$ cat src/rtl/instruction_fetch.sv
// ---------------------------------------------------------------------------
// instruction_fetch
//
// Purpose:
//   Instruction prefetcher. It issues sequential 32-bit reads on an Avalon-MM
//   read host port and buffers the returned words, each with its fetch
//   address, in a small prefetch queue. A redirect flushes the queue and
//   restarts fetching at a new address. Responses to reads issued before the
//   redirect are dropped.
//
// Parameters:
//   DEPTH     prefetch queue entries (power of two, 2..8)
//   RESET_PC  first fetch address after reset
//
// Ports:
//   clk, rst             clock (rising edge), asynchronous active-low reset
//   redirect/redirect_pc flush and restart fetching at redirect_pc
//   ins_valid/ins_ready  handshake on the queue head
//   ins_word/ins_pc      head instruction and its fetch address
//   fault                misaligned redirect seen (only with the macro below)
//   avm_*                Avalon-MM read host (byteenable is always 4'b1111)
//
// Compile-time option:
//   IFETCH_ALIGN_CHECK_EN  A misaligned redirect halts fetching and raises
//                          fault. Without it, redirect_pc[1:0] is forced to 0
//                          and fault is tied low.
// ---------------------------------------------------------------------------
`default_nettype none

module instruction_fetch #(
    parameter int unsigned DEPTH    = 2,
    parameter logic [31:0] RESET_PC = 32'h0000_0000
) (
    input  logic        clk,
    input  logic        rst,
    input  logic        redirect,
    input  logic [31:0] redirect_pc,
    output logic        ins_valid,
    input  logic        ins_ready,
    output logic [31:0] ins_word,
    output logic [31:0] ins_pc,
    output logic        fault,
    output logic [31:0] avm_address,
    output logic        avm_read,
    output logic [3:0]  avm_byteenable,
    input  logic        avm_waitrequest,
    input  logic [31:0] avm_readdata,
    input  logic        avm_readdatavalid
);

    localparam int unsigned PTR_W = $clog2(DEPTH);
    localparam int unsigned CNT_W = $clog2(DEPTH) + 1;
    localparam int unsigned SUM_W = CNT_W + 1;
    localparam logic [SUM_W-1:0] DEPTH_S = SUM_W'(DEPTH);

    typedef enum logic [1:0] {
        IDLE = 2'd0,
        RUN  = 2'd1,
        HALT = 2'd2
    } state_t;

    state_t             state_q, state_d;
    logic [31:0]        fetch_pc_q, fetch_pc_d;
    logic [31:0]        rsp_pc_q, rsp_pc_d;
    logic               avm_read_q, avm_read_d;
    logic [31:0]        avm_address_q, avm_address_d;
    logic [PTR_W-1:0]   rd_ptr_q, rd_ptr_d;
    logic [PTR_W-1:0]   wr_ptr_q, wr_ptr_d;
    logic [CNT_W-1:0]   count_q, count_d;
    logic [CNT_W-1:0]   live_q, live_d;
    logic [CNT_W-1:0]   stale_q, stale_d;
    logic               pend_stale_q, pend_stale_d;
`ifdef IFETCH_ALIGN_CHECK_EN
    logic               fault_q, fault_d;
`endif

    logic [31:0]        data_mem [DEPTH];
    logic [31:0]        pc_mem   [DEPTH];

    logic               accept;
    logic               rsp_drop;
    logic               rsp_live;
    logic               redir_take;
    logic               push;
    logic               pop;
    logic               misaligned;
    logic [31:0]        redir_pc_eff;

`ifdef IFETCH_ALIGN_CHECK_EN
    assign redir_pc_eff = redirect_pc;
    assign misaligned   = |redirect_pc[1:0];
    assign fault        = fault_q;
`else
    assign redir_pc_eff = redirect_pc & 32'hFFFF_FFFC;
    assign misaligned   = 1'b0;
    assign fault        = 1'b0;
`endif

    assign accept     = avm_read_q & ~avm_waitrequest;
    // Responses come back in order, so the stale ones are always the oldest.
    // Dropping while the stale count is nonzero discards exactly those.
    assign rsp_drop   = avm_readdatavalid & (stale_q != '0);
    assign rsp_live   = avm_readdatavalid & (stale_q == '0);
    assign redir_take = redirect & (state_q != HALT);
    assign push       = rsp_live & ~redir_take;
    assign pop        = ins_valid & ins_ready;

    assign ins_valid      = (count_q != '0);
    assign ins_word       = data_mem[rd_ptr_q];
    assign ins_pc         = pc_mem[rd_ptr_q];
    assign avm_read       = avm_read_q;
    assign avm_address    = avm_address_q;
    assign avm_byteenable = 4'b1111;

    // Next-state computation for the whole block. Live reads are accepted
    // reads whose responses will enter the queue. Stale reads are accepted
    // reads whose responses will be dropped. Live responses always belong to
    // consecutive addresses starting at the last restart point, so rsp_pc
    // tracks the address of the next live response. No per-read address
    // FIFO is needed.
    always_comb begin
        state_d       = state_q;
        fetch_pc_d    = fetch_pc_q;
        rsp_pc_d      = rsp_pc_q;
        rd_ptr_d      = rd_ptr_q;
        wr_ptr_d      = wr_ptr_q;
        count_d       = count_q;
        live_d        = live_q;
        stale_d       = stale_q;
        pend_stale_d  = pend_stale_q;
        avm_read_d    = 1'b0;
        avm_address_d = 32'h0;
`ifdef IFETCH_ALIGN_CHECK_EN
        fault_d       = fault_q;
`endif

        // A read that was already pending when a redirect arrived completes
        // with its old address. It becomes stale and does not advance fetch_pc,
        // which by then holds the redirect target.
        if (accept) begin
            if (pend_stale_q) begin
                stale_d      = stale_d + CNT_W'(1);
                pend_stale_d = 1'b0;
            end else begin
                live_d     = live_d + CNT_W'(1);
                fetch_pc_d = fetch_pc_q + 32'd4;
            end
        end
        if (rsp_drop) begin
            stale_d = stale_d - CNT_W'(1);
        end
        if (rsp_live) begin
            live_d = live_d - CNT_W'(1);
        end

        if (push) begin
            wr_ptr_d = wr_ptr_q + PTR_W'(1);
            rsp_pc_d = rsp_pc_q + 32'd4;
        end
        if (pop) begin
            rd_ptr_d = rd_ptr_q + PTR_W'(1);
        end
        count_d = count_q + CNT_W'(push) - CNT_W'(pop);

        case (state_q)
            IDLE:    state_d = RUN;
            RUN:     state_d = RUN;
            HALT:    state_d = HALT;
            default: state_d = IDLE;
        endcase

        // A redirect turns every live read into a stale one. This includes
        // a read accepted in this same cycle. A live response arriving now is
        // old data and is not pushed.
        if (redir_take) begin
            rd_ptr_d   = '0;
            wr_ptr_d   = '0;
            count_d    = '0;
            stale_d    = stale_d + live_d;
            live_d     = '0;
            fetch_pc_d = redir_pc_eff;
            rsp_pc_d   = redir_pc_eff;
            if (avm_read_q && avm_waitrequest) begin
                pend_stale_d = 1'b1;
            end
            if (misaligned) begin
                state_d = HALT;
`ifdef IFETCH_ALIGN_CHECK_EN
                fault_d = 1'b1;
`endif
            end
        end

        // A stalled read stays on the bus unchanged, even across a redirect
        // or a halt. A new read needs a free queue slot for every live read.
        // Live plus stale reads are also kept below DEPTH, so the stale
        // counter can never overflow across repeated redirects.
        if (avm_read_q && avm_waitrequest) begin
            avm_read_d    = 1'b1;
            avm_address_d = avm_address_q;
        end else if ((state_q == RUN) && (state_d == RUN)
                     && (({1'b0, count_d} + {1'b0, live_d}) < DEPTH_S)
                     && (({1'b0, stale_d} + {1'b0, live_d}) < DEPTH_S)) begin
            avm_read_d    = 1'b1;
            avm_address_d = fetch_pc_d;
        end
    end

    // State register. Reads outstanding at reset are abandoned along with
    // the counters that tracked them.
    always_ff @(posedge clk or negedge rst) begin
        if (!rst) begin
            state_q       <= IDLE;
            fetch_pc_q    <= RESET_PC;
            rsp_pc_q      <= RESET_PC;
            avm_read_q    <= 1'b0;
            avm_address_q <= 32'h0;
            rd_ptr_q      <= '0;
            wr_ptr_q      <= '0;
            count_q       <= '0;
            live_q        <= '0;
            stale_q       <= '0;
            pend_stale_q  <= 1'b0;
`ifdef IFETCH_ALIGN_CHECK_EN
            fault_q       <= 1'b0;
`endif
        end else begin
            state_q       <= state_d;
            fetch_pc_q    <= fetch_pc_d;
            rsp_pc_q      <= rsp_pc_d;
            avm_read_q    <= avm_read_d;
            avm_address_q <= avm_address_d;
            rd_ptr_q      <= rd_ptr_d;
            wr_ptr_q      <= wr_ptr_d;
            count_q       <= count_d;
            live_q        <= live_d;
            stale_q       <= stale_d;
            pend_stale_q  <= pend_stale_d;
`ifdef IFETCH_ALIGN_CHECK_EN
            fault_q       <= fault_d;
`endif
        end
    end

    // Queue storage has no reset. count_q alone decides which entries are
    // valid.
    always_ff @(posedge clk) begin
        if (push) begin
            data_mem[wr_ptr_q] <= avm_readdata;
            pc_mem[wr_ptr_q]   <= rsp_pc_q;
        end
    end

endmodule

`default_nettype wire

$ cat config.mk
export PLATFORM = sky130hd
export DESIGN_NAME = instruction_fetch
export DESIGN_NICKNAME = d
export VERILOG_FILES = /design/src/rtl/instruction_fetch.sv
export SDC_FILE = /design/constraint.sdc
export NUM_CORES = 1
export LEC_CHECK = 0
export ABC_AREA = 1
export CORE_MARGIN = 4
export CORE_UTILIZATION = 49
export DETAILED_ROUTE_END_ITERATION = 10
export PLACE_DENSITY = 0.77
export REMOVE_ABC_BUFFERS = 1
export SLEW_MARGIN = 20
export SYNTH_ARGS = -nofsm -noshare
export SYNTH_HDL_FRONTEND = slang
export SYNTH_SLANG_ARGS = --single-unit
$ cat constraint.sdc
create_clock -name clk -period 4.05 [get_ports clk]
set_input_delay 1.215 -clock clk [delete_from_list [all_inputs] [get_ports clk]]
set_output_delay 1.215 -clock clk [all_outputs]
set_load 0.01 [all_outputs]
Yosys cells after proc, flatten, opt, wreduce, memory -nomap -nowiden
Memories as Yosys holds them, arrays and structs flattened.
Cells that the tools add are included.
- muxes and demuxes: 27
- reductions and logical operators: 11
- order comparisons: 2
- add/subtract/negate cells: 13
- bitwise gates (word level): 8
- eq/ne operators: 4
- operators by type and width (kind ; count):
    2-to-1 mux 32 bit ; 6
    adder 32 x 3 -> 32 bit (second input constant) ; 2
    2-to-1 mux 2 bit ; 9
    2-to-1 mux 1 bit ; 11
    nonzero test 2 bit ; 4
    adder 2 x 2 -> 3 bit ; 2
    AND 1 bit ; 6
    less-than comparator 3 x 2 -> 1 bit (second input constant) ; 2
    adder 2 x 1 -> 2 bit (second input constant) ; 2
    == test 2 x 1 -> 1 bit (second input constant) ; 2
    logical AND 1 bit ; 4
    logical NOT 2 bit ; 2
    case mux 2 bit (2 select lines) ; 1
    subtractor 2 x 1 -> 2 bit (second input constant) ; 2
    adder 1 bit (second input constant) ; 2
    adder 2 x 1 -> 2 bit ; 1
    adder 2 bit ; 1
    == test 2 bit (second input constant) ; 1
    inequality test 2 bit (second input constant) ; 1
    NOT 1 bit ; 2
    OR reduction 2 bit ; 1
    subtractor 2 x 1 -> 2 bit ; 1
- RAM bits: 128
- memories: 2
- word-level logic and storage cells: 78
- output and inout port bits: 103
- register bits: 108
- input port bits: 70
- memory list (memory ; words ; width ; read ports ; clocked after Yosys merged registers in ; wr ports ; line ; source):
    data_mem ; 2 ; 32 ; 1 ; 0 ; 1 ; 77 ; logic [31:0] data_mem [DEPTH];
    pc_mem ; 2 ; 32 ; 1 ; 0 ; 1 ; 78 ; logic [31:0] pc_mem [DEPTH];

Logic depth before layout (Yosys ltp)
Gate-level depths: netlist (run 1).
- depth in word-level cells: 13
- depth in mapped cells: 24

Worst setup path after synthesis (run 1)
OpenSTA, ideal clock, no wires.
- kind: input -> register
- start: in redirect
- end: mem data_mem[0][0], enable pin
- slack: -753 ps
- stages on the path: 4
- arrival time: 4319 ps
- data required time: 3567 ps
- cell sequence: nand2_1 -> buf_2 -> nand2_1 -> nor2_1
- word-level cells in the longest chain between the ends: 5
- RTL lines (what ; line ; source):
    start, declared ; 36 ; input logic redirect,
    AND 1 bit ; 104 ; assign redir_take = redirect & (state_q != HALT);
    NOT 1 bit ; 105 ; assign push = rsp_live & ~redir_take;
    AND 1 bit ; 105 ;
    2-to-1 mux 1 bit ; 248 ; if (push) begin
    2-to-1 mux 1 bit (implied by the code) ; 249 ; data_mem[wr_ptr_q] <= avm_readdata;
    end, declared ; 77 ;
Every way passes these cells.

Worst setup path after layout (run 1)
- start: in avm_readdatavalid
- end: reg avm_address_q[12] (netlist: avm_address[12])
- elaborated cells on any way between the ends: 18
- classes of those cells: 5 x add/sub; 2 x order compare; 6 x mux; 3 x bitwise; 2 x reduce/logical
- RTL lines (what ; line ; source):
    start, declared ; 48 ; input logic avm_readdatavalid
    AND 1 bit, on equally long branches ; 102, 103 ;
    2-to-1 mux 2 bit, on equally long branches ; 149, 152 ;
    adder 2 bit ; 179 ; stale_d = stale_d + live_d;
    2-to-1 mux 2 bit * ; 175 ; if (redir_take) begin
    named net stale_d[1] ; 71 ; logic [CNT_W-1:0] stale_q, stale_d;
    adder 2 x 2 -> 3 bit * ; 203 ; && (({1'b0, stale_d} + {1'b0, live_d}) < DEPTH_S)) begin
    less-than comparator 3 x 2 -> 1 bit * ; 203 ;
    logical AND 1 bit * ; 203 ;
    2-to-1 mux 32 bit * ; 201 ; end else if ((state_q == RUN) && (state_d == RUN)
    end signal, assigned ; 232 ; avm_address_q <= avm_address_d;
    end, declared ; 66 ; logic [31:0] avm_address_q, avm_address_d;
Mark *: on every way through the listed nets, which the timed path passes. The rest lies on a longest branch.
A chain may end at the register's enable or synchronous reset.

==> flow_metrics.py, run 1 <==
metrics = {
    "synth": {
        "yosysUniqueCellTypes": 43,
        "syn_area_per_cell_um2": 8.94,
        "synthTopCellsByArea": "edfxtp_1, dfrtp_1, nand2_1, nor2_1, inv_1",
        "ys_ff_latch": 230,
        "synth.most_common_cell": "nand2_1",
        "synth-main-ff-cell": "edfxtp_1",
        "async_flop_share_pct": 46.1,
        "yosysWarnings": 0,
        "syn_area_mm2": 0.0107,
        "synth_top_cell_by_area": "edfxtp_1",
        "synth-seq-area-share_pct": 59.5,
        "synth-edff-count": 124,
        "synth_cells": 1198,
        "netlist_top_cells_count": "nand2_1, edfxtp_1, dfrtp_1, nor2_1, inv_1",
        "yosys.area.top_type_share_pct": 34.8,
    },
    "pwr": {
        "p_sw_mw": 2.79,
        "pwr_density_cell_mw_per_mm2": 611,
        "comb_power_share_pct": 36.3,
        "switching_share_pct": 33.3,
        "cellLeakagePower_nw": 6.03,
        "p_int_mw": 5.59,
        "power_frac_seq_pct": 37.9,
        "clockPowerShare_pct": 25.9,
        "vdd_drop_max_mv": 0.390,
    },
    "worst_setup_path": {
        "r2r_cells": 24,
        "crit_buf_inv": 9,
        "cp_top_family": "buffers and inverters",
        "path_depth": 23,
        "timing.rr.end": "avm_address[12]$_DFFE_PN0N_",
        "regToRegSetupSlack_ps": 730,
        "crit_end": "avm_address[12]$_DFFE_PN0N_",
        "worstPathArrival_ps": 4300,
        "critPathMaxFanout": 8,
        "cp-end-kind": "flip-flop",
        "path_class": "primary input to flip-flop",
        "rr_startpoint": "stale_q[0]$_DFF_PN0_",
        "critPathMostFrequentCell": "nand2_1",
        "cpPeakStageDelay_ps": 480,
        "slowest_stage": "clkdlybuf4s50_1",
        "path_cells": "clkdlybuf4s50_1, nand2_1, inv_1, buf_4, xor2_2, inv_1, ha_1, inv_1, nand2_1, nand3_1, nand2_1, nand2_1, inv_1, fa_1, nand2_1, nor3_2, and3_1, inv_1, nor2_2, buf_6, clkbuf_16, nand2_1, nand2_1",
        "critPathRequiredTime_ps": 4520,
        "crit_path_start_kind": "primary input",
        "crit_start": "avm_readdatavalid",
    },
    "cts": {
        "ctsResizeCount": 0,
        "cts-buffers-inserted": 25,
        "cts_tree": "yes",
        "cts_root_buffer": "clkbuf_16",
        "cts_hold_buf": 0,
        "cts_setup_buffers": 0,
        "cts.path.max_buffers": 3,
        "htreeDepth": 1,
        "cts.sinks": 230,
        "clkLatencyLatePin_ps": 530,
        "path_clk_slew_ps": 60,
    },
    "timing": {
        "setup_violations": 0,
        "whs_ps": 441,
        "drv_slew": 0,
        "period_minus_slack_ps": 3830,
        "skew_ps": 16.5,
        "relSlewSlack_pct": 55.4,
        "post-route-period-util_pct": 94.6,
        "finalHoldViolCount": 0,
        "tightest_slew_ps": 669,
        "fmax_mhz": 261,
        "grt_setup_unrepaired": "no",
        "tns_ps": 0,
    },
    "layout": {
        "fillers": 1722,
        "fin_nets": 1467,
        "drive_gt1_share_pct": 9.17,
        "syn2layout_area_growth_pct": 28.0,
        "multi_input_area_mm2": 0.00382,
        "ff_latch_area_mm2": 0.00638,
        "antenna_cells": 0,
    },
    "placement": {
        "hpwl_mm": 18.2,
        "numPortBuffers": 163,
        "gp_congestion": 0.902,
    },
    "route": {
        "wire_per_inst_um": 15.5,
        "initialDrtViolationCount": 602,
        "drc": 0,
        "antenna_left": 0,
        "drt_first_pass_iters": 5,
        "vias": 8595,
        "wl_mm": 26.1,
        "via_per_inst": 5.11,
    },
    "global_route": {
        "antenna_found_initial": 0,
        "grt_first_pass_wirelength_mm": 41.6,
        "grt_usage_pct": 20.9,
        "overflow": 0,
        "grt_pass1_vias": 8291,
        "grt_max_degree": 63,
    },
    "floorplanning": {
        "core_mm2": 0.0213,
        "rows": 53,
        "io_pins": 173,
        "die_h_um": 156,
        "die-area_mm2": 0.0243,
        "fp.dieW_um": 156,
        "start_util_pct": 50.3,
    },
    "min_path": {
        "hp-class": "flip-flop to flip-flop",
        "hold_depth": 1,
    },
    "run": {
        "maxCapViolations": 0,
    },
    "outcome": {
        "status": "finished clean",
    },
}
worst min-delay path by stage:
stage / from / end / slack [ps]
after floorplan: state_q[1]$_DFF_PN0_ / state_q[0]$_DFF_PN0_ / 400
after global placement: state_q[1]$_DFF_PN0_ / state_q[0]$_DFF_PN0_ / 410
after detailed placement: state_q[1]$_DFF_PN0_ / state_q[0]$_DFF_PN0_ / 430
after CTS: state_q[1]$_DFF_PN0_ / state_q[0]$_DFF_PN0_ / 440
after global routing: state_q[1]$_DFF_PN0_ / state_q[0]$_DFF_PN0_ / 470
final: state_q[1]$_DFF_PN0_ / state_q[0]$_DFF_PN0_ / 440
routing by layer:
layer	wire [µm]	up-vias	GRT usage, %
met5	0	-	0
met4	762	0	6.63
met3	1850	57	3.16
met2	11900	302	33.2
met1	11600	3988	29.9
li1	-	4248	-
layout by cell type (no fill, tap or decap), types with 4 or more instances in the layout:
cell / count
nand2_1: 501
clkdlybuf4s50_1: 161
edfxtp_1: 124
dfrtp_1: 105
nor2_1: 93
inv_1: 88
nand3_1: 61
buf_4: 28
clkbuf_16: 27
a21oi_1: 21
nand4_1: 19
nor2_2: 14
o21ai_0: 12
o21ai_1: 9
nand2_2: 9
nand3b_1: 8
nor2_4: 8
nor3_1: 8
o21bai_1: 7
xor2_1: 7
a31oi_1: 7
conb_1: 7
inv_2: 6
o211ai_1: 6
ha_1: 6
clkinv_2: 6
buf_12: 6
a22o_1: 5
o21ai_2: 5
clkbuf_1: 4
clkinv_1: 4
worst register-to-register path: cells and delay by family (launching register included):
| kind | cells | cell delay, ps |
|---|---|---|
| XOR/XNOR | 1 | 150 |
| adder cells (fa/ha/maj) | 3 | 850 |
| buffers and inverters | 9 | 850 |
| flip-flops | 1 | 390 |
| AND/OR/NAND/NOR | 11 | 980 |
metrics by stage:
| step | cells | area [µm²] | total power, mW | setup WS, ps | utilization (%) |
|---|---|---|---|---|---|
| final | 1682 | 13700 | 8.38 | 218 | 64.4 |
| after global routing | 1682 | 13700 | 8.90 | 8.21 | 64.4 |
| after CTS | 1679 | 13600 | 8.14 | 112 | 64.0 |
| after detailed placement | 1634 | 12800 | 5.94 | -418 | 60.3 |
| after global placement | 1634 | 12800 | 5.85 | -380 | 60.3 |
| after floorplan | 1161 | 10500 | 4.53 | -1580 | - |
flip-flops by register name, summed over array words and instances, names as in the netlist:
| name | count |
|---|---|
| data_mem | 64 |
| pc_mem | 60 |
| avm_address | 32 |
| fetch_pc_q | 32 |
| rsp_pc_q | 30 |
| count_q | 2 |
| live_q | 2 |
| stale_q | 2 |
| state_q | 2 |
| avm_read | 1 |
| pend_stale_q | 1 |
| rd_ptr_q | 1 |
| wr_ptr_q | 1 |
cell families (layout without fill, tap and decap cells):
kind of cell	after synthesis	after routing	share of synthesized area (%)
AND/OR/NAND/NOR	733	733	28.5
AO/OA/AOI/OAI	77	77	4.43
flip-flops	230	230	59.5
adder cells (fa/ha/maj)	8	8	1.07
XOR/XNOR	12	12	1.12
buffers and inverters	136	340	5.34
other	2	7	0.0701
power groups by stage:
stage	combinational, mW	clock, mW	sequential (mW)
after floorplan	1.33	0	3.19
after global placement	2.66	0	3.19
after detailed placement	2.74	0	3.20
after CTS	2.76	2.21	3.17
after global routing	3.36	2.32	3.22
final	3.04	2.17	3.17
final cells by class:
| cell class | instances | share of cell area [%] |
|---|---|---|
| clock buffers | 32 | 4.97 |
| repair buffers | 201 | 14.9 |
| flip-flops and latches | 230 | 46.5 |
| clock inverters | 13 | 0.757 |
| inverters | 94 | 2.57 |
| multi-input cells | 837 | 27.8 |
| well taps | 275 | 2.51 |
Power figures use the tool's default switching activity.
==> run 2: changes to the inputs <==
Settings changed: CAP_MARGIN from default to 20.
==> results of run 2 <==
Same layout as run 1: the final DEF is identical, and so are final timing and power.
==> run 3: changes to the inputs <==
Settings changed: CELL_PAD_IN_SITES_DETAIL_PLACEMENT from default to 1, CELL_PAD_IN_SITES_GLOBAL_PLACEMENT from default to 1, CORE_UTILIZATION 49 to 37, PLACE_DENSITY 0.77 to default, PLACE_DENSITY_LB_ADDON from default to 0.1.
==> run 3 against run 2 <==
Effect of this change:
- die area increased by 31%
- sequential share of layout area decreased by 0.85 points
- non-clock buffer count decreased by 5
- clock power increased by 18%
- critical path type unchanged
==> flow_metrics.py, run 3 (synthesis results as in run 1) <==
metrics = {
    "floorplanning": {
        "core_mm2": 0.0286,
        "fp.dieW_um": 178,
        "rows": 62,
        "die_h_um": 178,
        "die-area_mm2": 0.0317,
        "io_pins": 173,
        "start_util_pct": 37.4,
    },
    "global_route": {
        "overflow": 0,
        "grt_usage_pct": 18.5,
        "grt_pass1_vias": 9015,
        "antenna_found_initial": 0,
        "grt_max_degree": 74,
        "grt_first_pass_wirelength_mm": 47.3,
    },
    "cts": {
        "cts.sinks": 230,
        "cts.path.max_buffers": 3,
        "path_clk_slew_ps": 60,
        "htreeDepth": 1,
        "cts_root_buffer": "clkbuf_16",
        "cts-buffers-inserted": 27,
        "clkLatencyLatePin_ps": 530,
        "cts_tree": "yes",
        "cts_hold_buf": 0,
    },
    "worst_setup_path": {
        "timing.rr.end": "avm_address[5]$_DFFE_PN0N_",
        "rr_startpoint": "stale_q[0]$_DFF_PN0_",
        "regToRegSetupSlack_ps": 660,
        "cp-end-kind": "flip-flop",
        "critPathRequiredTime_ps": 4520,
        "worstPathArrival_ps": 4350,
        "r2r_cells": 21,
        "crit_path_start_kind": "primary input",
        "path_class": "primary input to flip-flop",
        "critPathMaxFanout": 7,
    },
    "placement": {
        "gp_congestion": 0.829,
        "place_ws_ps": -633,
        "numPortBuffers": 163,
        "hpwl_mm": 20.6,
    },
    "route": {
        "wl_mm": 30.1,
        "maxUsedRoutingLayer": "met4",
        "initialDrtViolationCount": 285,
        "vias": 8672,
        "via_per_inst": 4.84,
        "wl_met2_mm": 14.5,
        "met1Wirelength_mm": 13.7,
        "route.met3.wl_mm": 1.41,
        "antenna_left": 0,
        "wire_per_inst_um": 16.8,
        "drt_first_pass_iters": 4,
        "drc": 0,
    },
    "layout": {
        "fin_nets": 1464,
        "final_cell_mix": "nand2_1, clkdlybuf4s50_1, edfxtp_1",
        "largest_reg_flops": 64,
        "antenna_cells": 0,
        "final_common_cell": "nand2_1",
        "syn2layout_area_growth_pct": 30.4,
        "drive_gt1_share_pct": 9.53,
        "top_regs": "data_mem (64), pc_mem (60)",
        "top_register": "data_mem",
    },
    "pwr": {
        "fin_total_pwr_mw": 8.91,
        "vdd_drop_max_mv": 0.376,
        "pwr_density_cell_mw_per_mm2": 637,
        "cellLeakagePower_nw": 6.07,
    },
    "min_path": {
        "hold_depth": 1,
        "hp-class": "flip-flop to flip-flop",
        "hold_start": "state_q[1]$_DFF_PN0_",
        "hold_end": "state_q[0]$_DFF_PN0_",
    },
    "timing": {
        "whs_ps": 438,
        "fmax_mhz": 258,
        "tns_ps": 0,
        "period_minus_slack_ps": 3880,
        "finalHoldViolCount": 0,
        "relSlewSlack_pct": 54.0,
        "tightest_slew_ps": 690,
        "skew_ps": 13.6,
        "post-route-period-util_pct": 95.8,
        "drv_slew": 0,
        "setup_slack_ps": 172,
        "setup_violations": 0,
    },
    "outcome": {
        "status": "finished clean",
    },
    "run": {
        "maxCapViolations": 0,
    },
}
## run 3: cell types whose count changed in the layout (fill, tap and decap cells not counted), sizes merged
cell	change
buf	-5
clkinvlp	+1
inv	-2
bufinv	+5
clkbuf	-2
clkinv	+2
## run 3: routing by layer
metal	vias to the layer above	global-route usage [%]
li1	4233	-
met1	4220	25.0
met2	183	31.7
met3	36	2.95
met4	0	3.90
met5	-	0
## run 3: area by class of cell
type	instances	area, µm²
Clock buffer	30	687
Clock inverter	19	250
Fill cell	3264	14700
Inverter	94	353
Multi-Input combinational cell	837	3830
Sequential cell	230	6380
Tap cell	384	480
Timing Repair Buffer	196	1990
## run 3: worst max-delay path by stage
stage,startpoint,end,depth (start not counted)
5_1_grt,avm_readdatavalid,avm_address[4]$_DFFE_PN0N_,17
4_1_cts,avm_waitrequest,avm_address[10]$_DFFE_PN0N_,22
6_report,avm_readdatavalid,avm_address[5]$_DFFE_PN0N_,20
3_5_place_dp,avm_waitrequest,avm_address[2]$_DFFE_PN0N_,22
2_1_floorplan,redirect,data_mem[0][0]$_DFFE_PP_,3
3_3_place_gp,avm_waitrequest,avm_address[8]$_DFFE_PN0N_,22
## run 3: worst max-delay path, stage by stage
cell and delay [ps]:
clkdlybuf4s50_1 500, nand2_2 70, inv_2 70, buf_4 120
xor2_2 150, inv_1 60, ha_1 210, nand3_1 120
nand4_1 100, nand2_1 90, inv_1 50, fa_1 470
nand2_1 60, nor3_2 220, and3_4 230, inv_2 50
nor2_4 120, buf_12 140, clkbuf_16 160, a22o_1 130
## run 3: metrics by stage
| stage | cell area, µm² | instances | utilization (%) |
|---|---|---|---|
| 5_1_grt | 14000 | 1790 | 48.8 |
| 2_1_floorplan | 10500 | 1161 | - |
| 6_report | 14000 | 1790 | 48.8 |
| 4_1_cts | 13900 | 1786 | 48.4 |
| 3_5_place_dp | 12900 | 1737 | 45.1 |
| 3_3_place_gp | 12900 | 1737 | 45.1 |
## run 3: report_power, final
group / total [mW] / leakage (nW) / switching, mW / internal (mW)
sequential: 3.18 / 2.45 / 0.306 / 2.87
combinational: 3.16 / 3.17 / 1.70 / 1.46
clock: 2.57 / 0.459 / 0.970 / 1.60
total: 8.91 / 6.07 / 2.97 / 5.94
## run 3: timing repair
action                                  CTS  global route
resized for setup                         2            10
endpoints found under the setup margin   32            32
pin swaps                                 0             6
setup buffers                             0             1
cloned                                    0             3
==> RTL edit, RTL diff (flow settings as in run 1) <==
Make the reset (`rst`) synchronous in one clocked block. Comments in the files are not updated.
--- a/src/rtl/instruction_fetch.sv
+++ b/src/rtl/instruction_fetch.sv
@@ -208,7 +208,7 @@
 
     // State register. Reads outstanding at reset are abandoned along with
     // the counters that tracked them.
-    always_ff @(posedge clk or negedge rst) begin
+    always_ff @(posedge clk) begin
         if (!rst) begin
             state_q       <= IDLE;
             fetch_pc_q    <= RESET_PC;
Check against the original RTL: differs if rst is asserted again (counterexample within 4 cycles, from zero or initial values and one cycle with rst low); with rst held inactive, the same outputs for 4 cycles.
==> RTL edit against run 1 <==
  * Global-route usage is 0.40 points lower
  * Worst setup slack got worse by 65 ps
  * Synthesized cell count down 7.0%
  * Design area about the same
  * Synthesized area decreased by 0.46%
  * Sequential cell count up 1
  * Power is 22% lower
  * Routed wire length shrank 1.7%
  * Critical path type unchanged
  * Largest cell class unchanged
==> RTL edit: results (changes against run 1) <==
[status]
status = finished, final reports clean

[setup_path]
r2r_setup_slack_ps = 690  ; -40 ps
rr_startpoint = stale_q[0]
startpoint = redirect
crit_end = avm_address[2]
cp_max_fo = 13  ; +5

[final_layout]
drive_above_1_share_pct = 18.4  ; +9.2 points
multi_input_area_um2 = 4230  ; +11%
signal_buffer_area_fraction_pct = 14.9  ; about the same
clock_cell_area_share_pct = 5.71  ; -0.017 points
fin_nets = 1385  ; -5.6%
non_clock_inverter_count = 121  ; +29%
n_clock_buffer = 39  ; +22%
num-nonclk-buffers = 202  ; +0.50%
multi_input_gates = 726  ; -13%
fill_cells = 1747  ; +1.5%
seq_area_um2 = 5870  ; -8.0%

[grt]
grt_pass1_wl_um = 41000  ; -1.5%
grt_usage_pct = 20.5  ; -0.40 points
grtUsageMet1_pct = 28.2  ; -1.8 points
grt_pass1_vias = 8286  ; -0.060%
use_met2_pct = 34.0  ; +0.72 points

[pwr]
clkPwrFrac_pct = 33.1  ; +7.2 points
switchingPower_mw = 1.79  ; -36%
powerDensity_nw_per_um2 = 475  ; -22%
power_leakage_nw = 5.39  ; -11%
ir_drop_uv = 335  ; -14%

[synth]
yosys.cell_types.count = 52  ; +21%
yosys-top-cells-area = edfxtp_1, dfxtp_1, nand2_1
synthArstFlopShare_pct = 0  ; -46 points
syn_inst = 1114  ; -7.0%
synth_top_cells_by_count = nand2_1, edfxtp_1, inv_1
synth_seq_cells = 231  ; +0.43%
yosysSeqAreaShare_pct = 55.0  ; -4.5 points

[place]
place_ws_ps = -582  ; -164 ps
place_congestion = 0.879  ; -2.6%
numPlacedInstances = 1552  ; -5.0%

[drt]
viasPerCell = 5.24  ; +2.6%
first_iter_violations = 504  ; -16%
wl_met1_um = 11300  ; -2.3%
met3_length_um = 1920  ; +3.5%
drt_pass1_iterations = 7  ; +2
wl_met2_um = 11800  ; -0.87%

[min_path]
min_from = fetch_pc_q[1]
hold_class = reg2reg
min_path_cells = 2  ; +1
hold_end = fetch_pc_q[1]

[timing]
fin_skew_ps = 8.42  ; -8.06 ps
whs_ps = 436  ; -5.40 ps
max_freq_ghz = 0.257  ; -1.7%
maxSlewHeadroom_pct = 60.2  ; +4.8 points

[clock_tree]
cts_resized = 1  ; +1

RTL edit: changes by cell type after synthesis, moves of 6 or more:
| cell | run 1 | this run |
|---|---|---|
| a21oi_1 | 21 | 36 |
| nor2_4 | 6 | 15 |
| nand2_2 | 7 | 19 |
| nand2_1 | 503 | 262 |
| inv_1 | 88 | 109 |
| nand3_2 | 2 | 10 |
| o21ai_0 | 15 | 36 |
| o21bai_1 | 7 | 1 |
| nand3_1 | 61 | 81 |
| mux2_2 | 0 | 62 |
| dfrtp_1 | 106 | 0 |
| nor2_1 | 96 | 72 |
| dfxtp_1 | 0 | 107 |
RTL edit: cell families (layout without fill, tap and decap cells):
kind of cell,Yosys count,after routing,share of synthesized area [%]
AO/OA/AOI/OAI,118,118,6.70
buffers and inverters,162,368,6.30
AND/OR/NAND/NOR,522,522,23.5
XOR/XNOR,9,9,0.809
adder cells (fa/ha/maj),8,8,1.08
other,2,7,0.0704
flip-flops,231,231,55.0
multiplexers,62,62,6.55
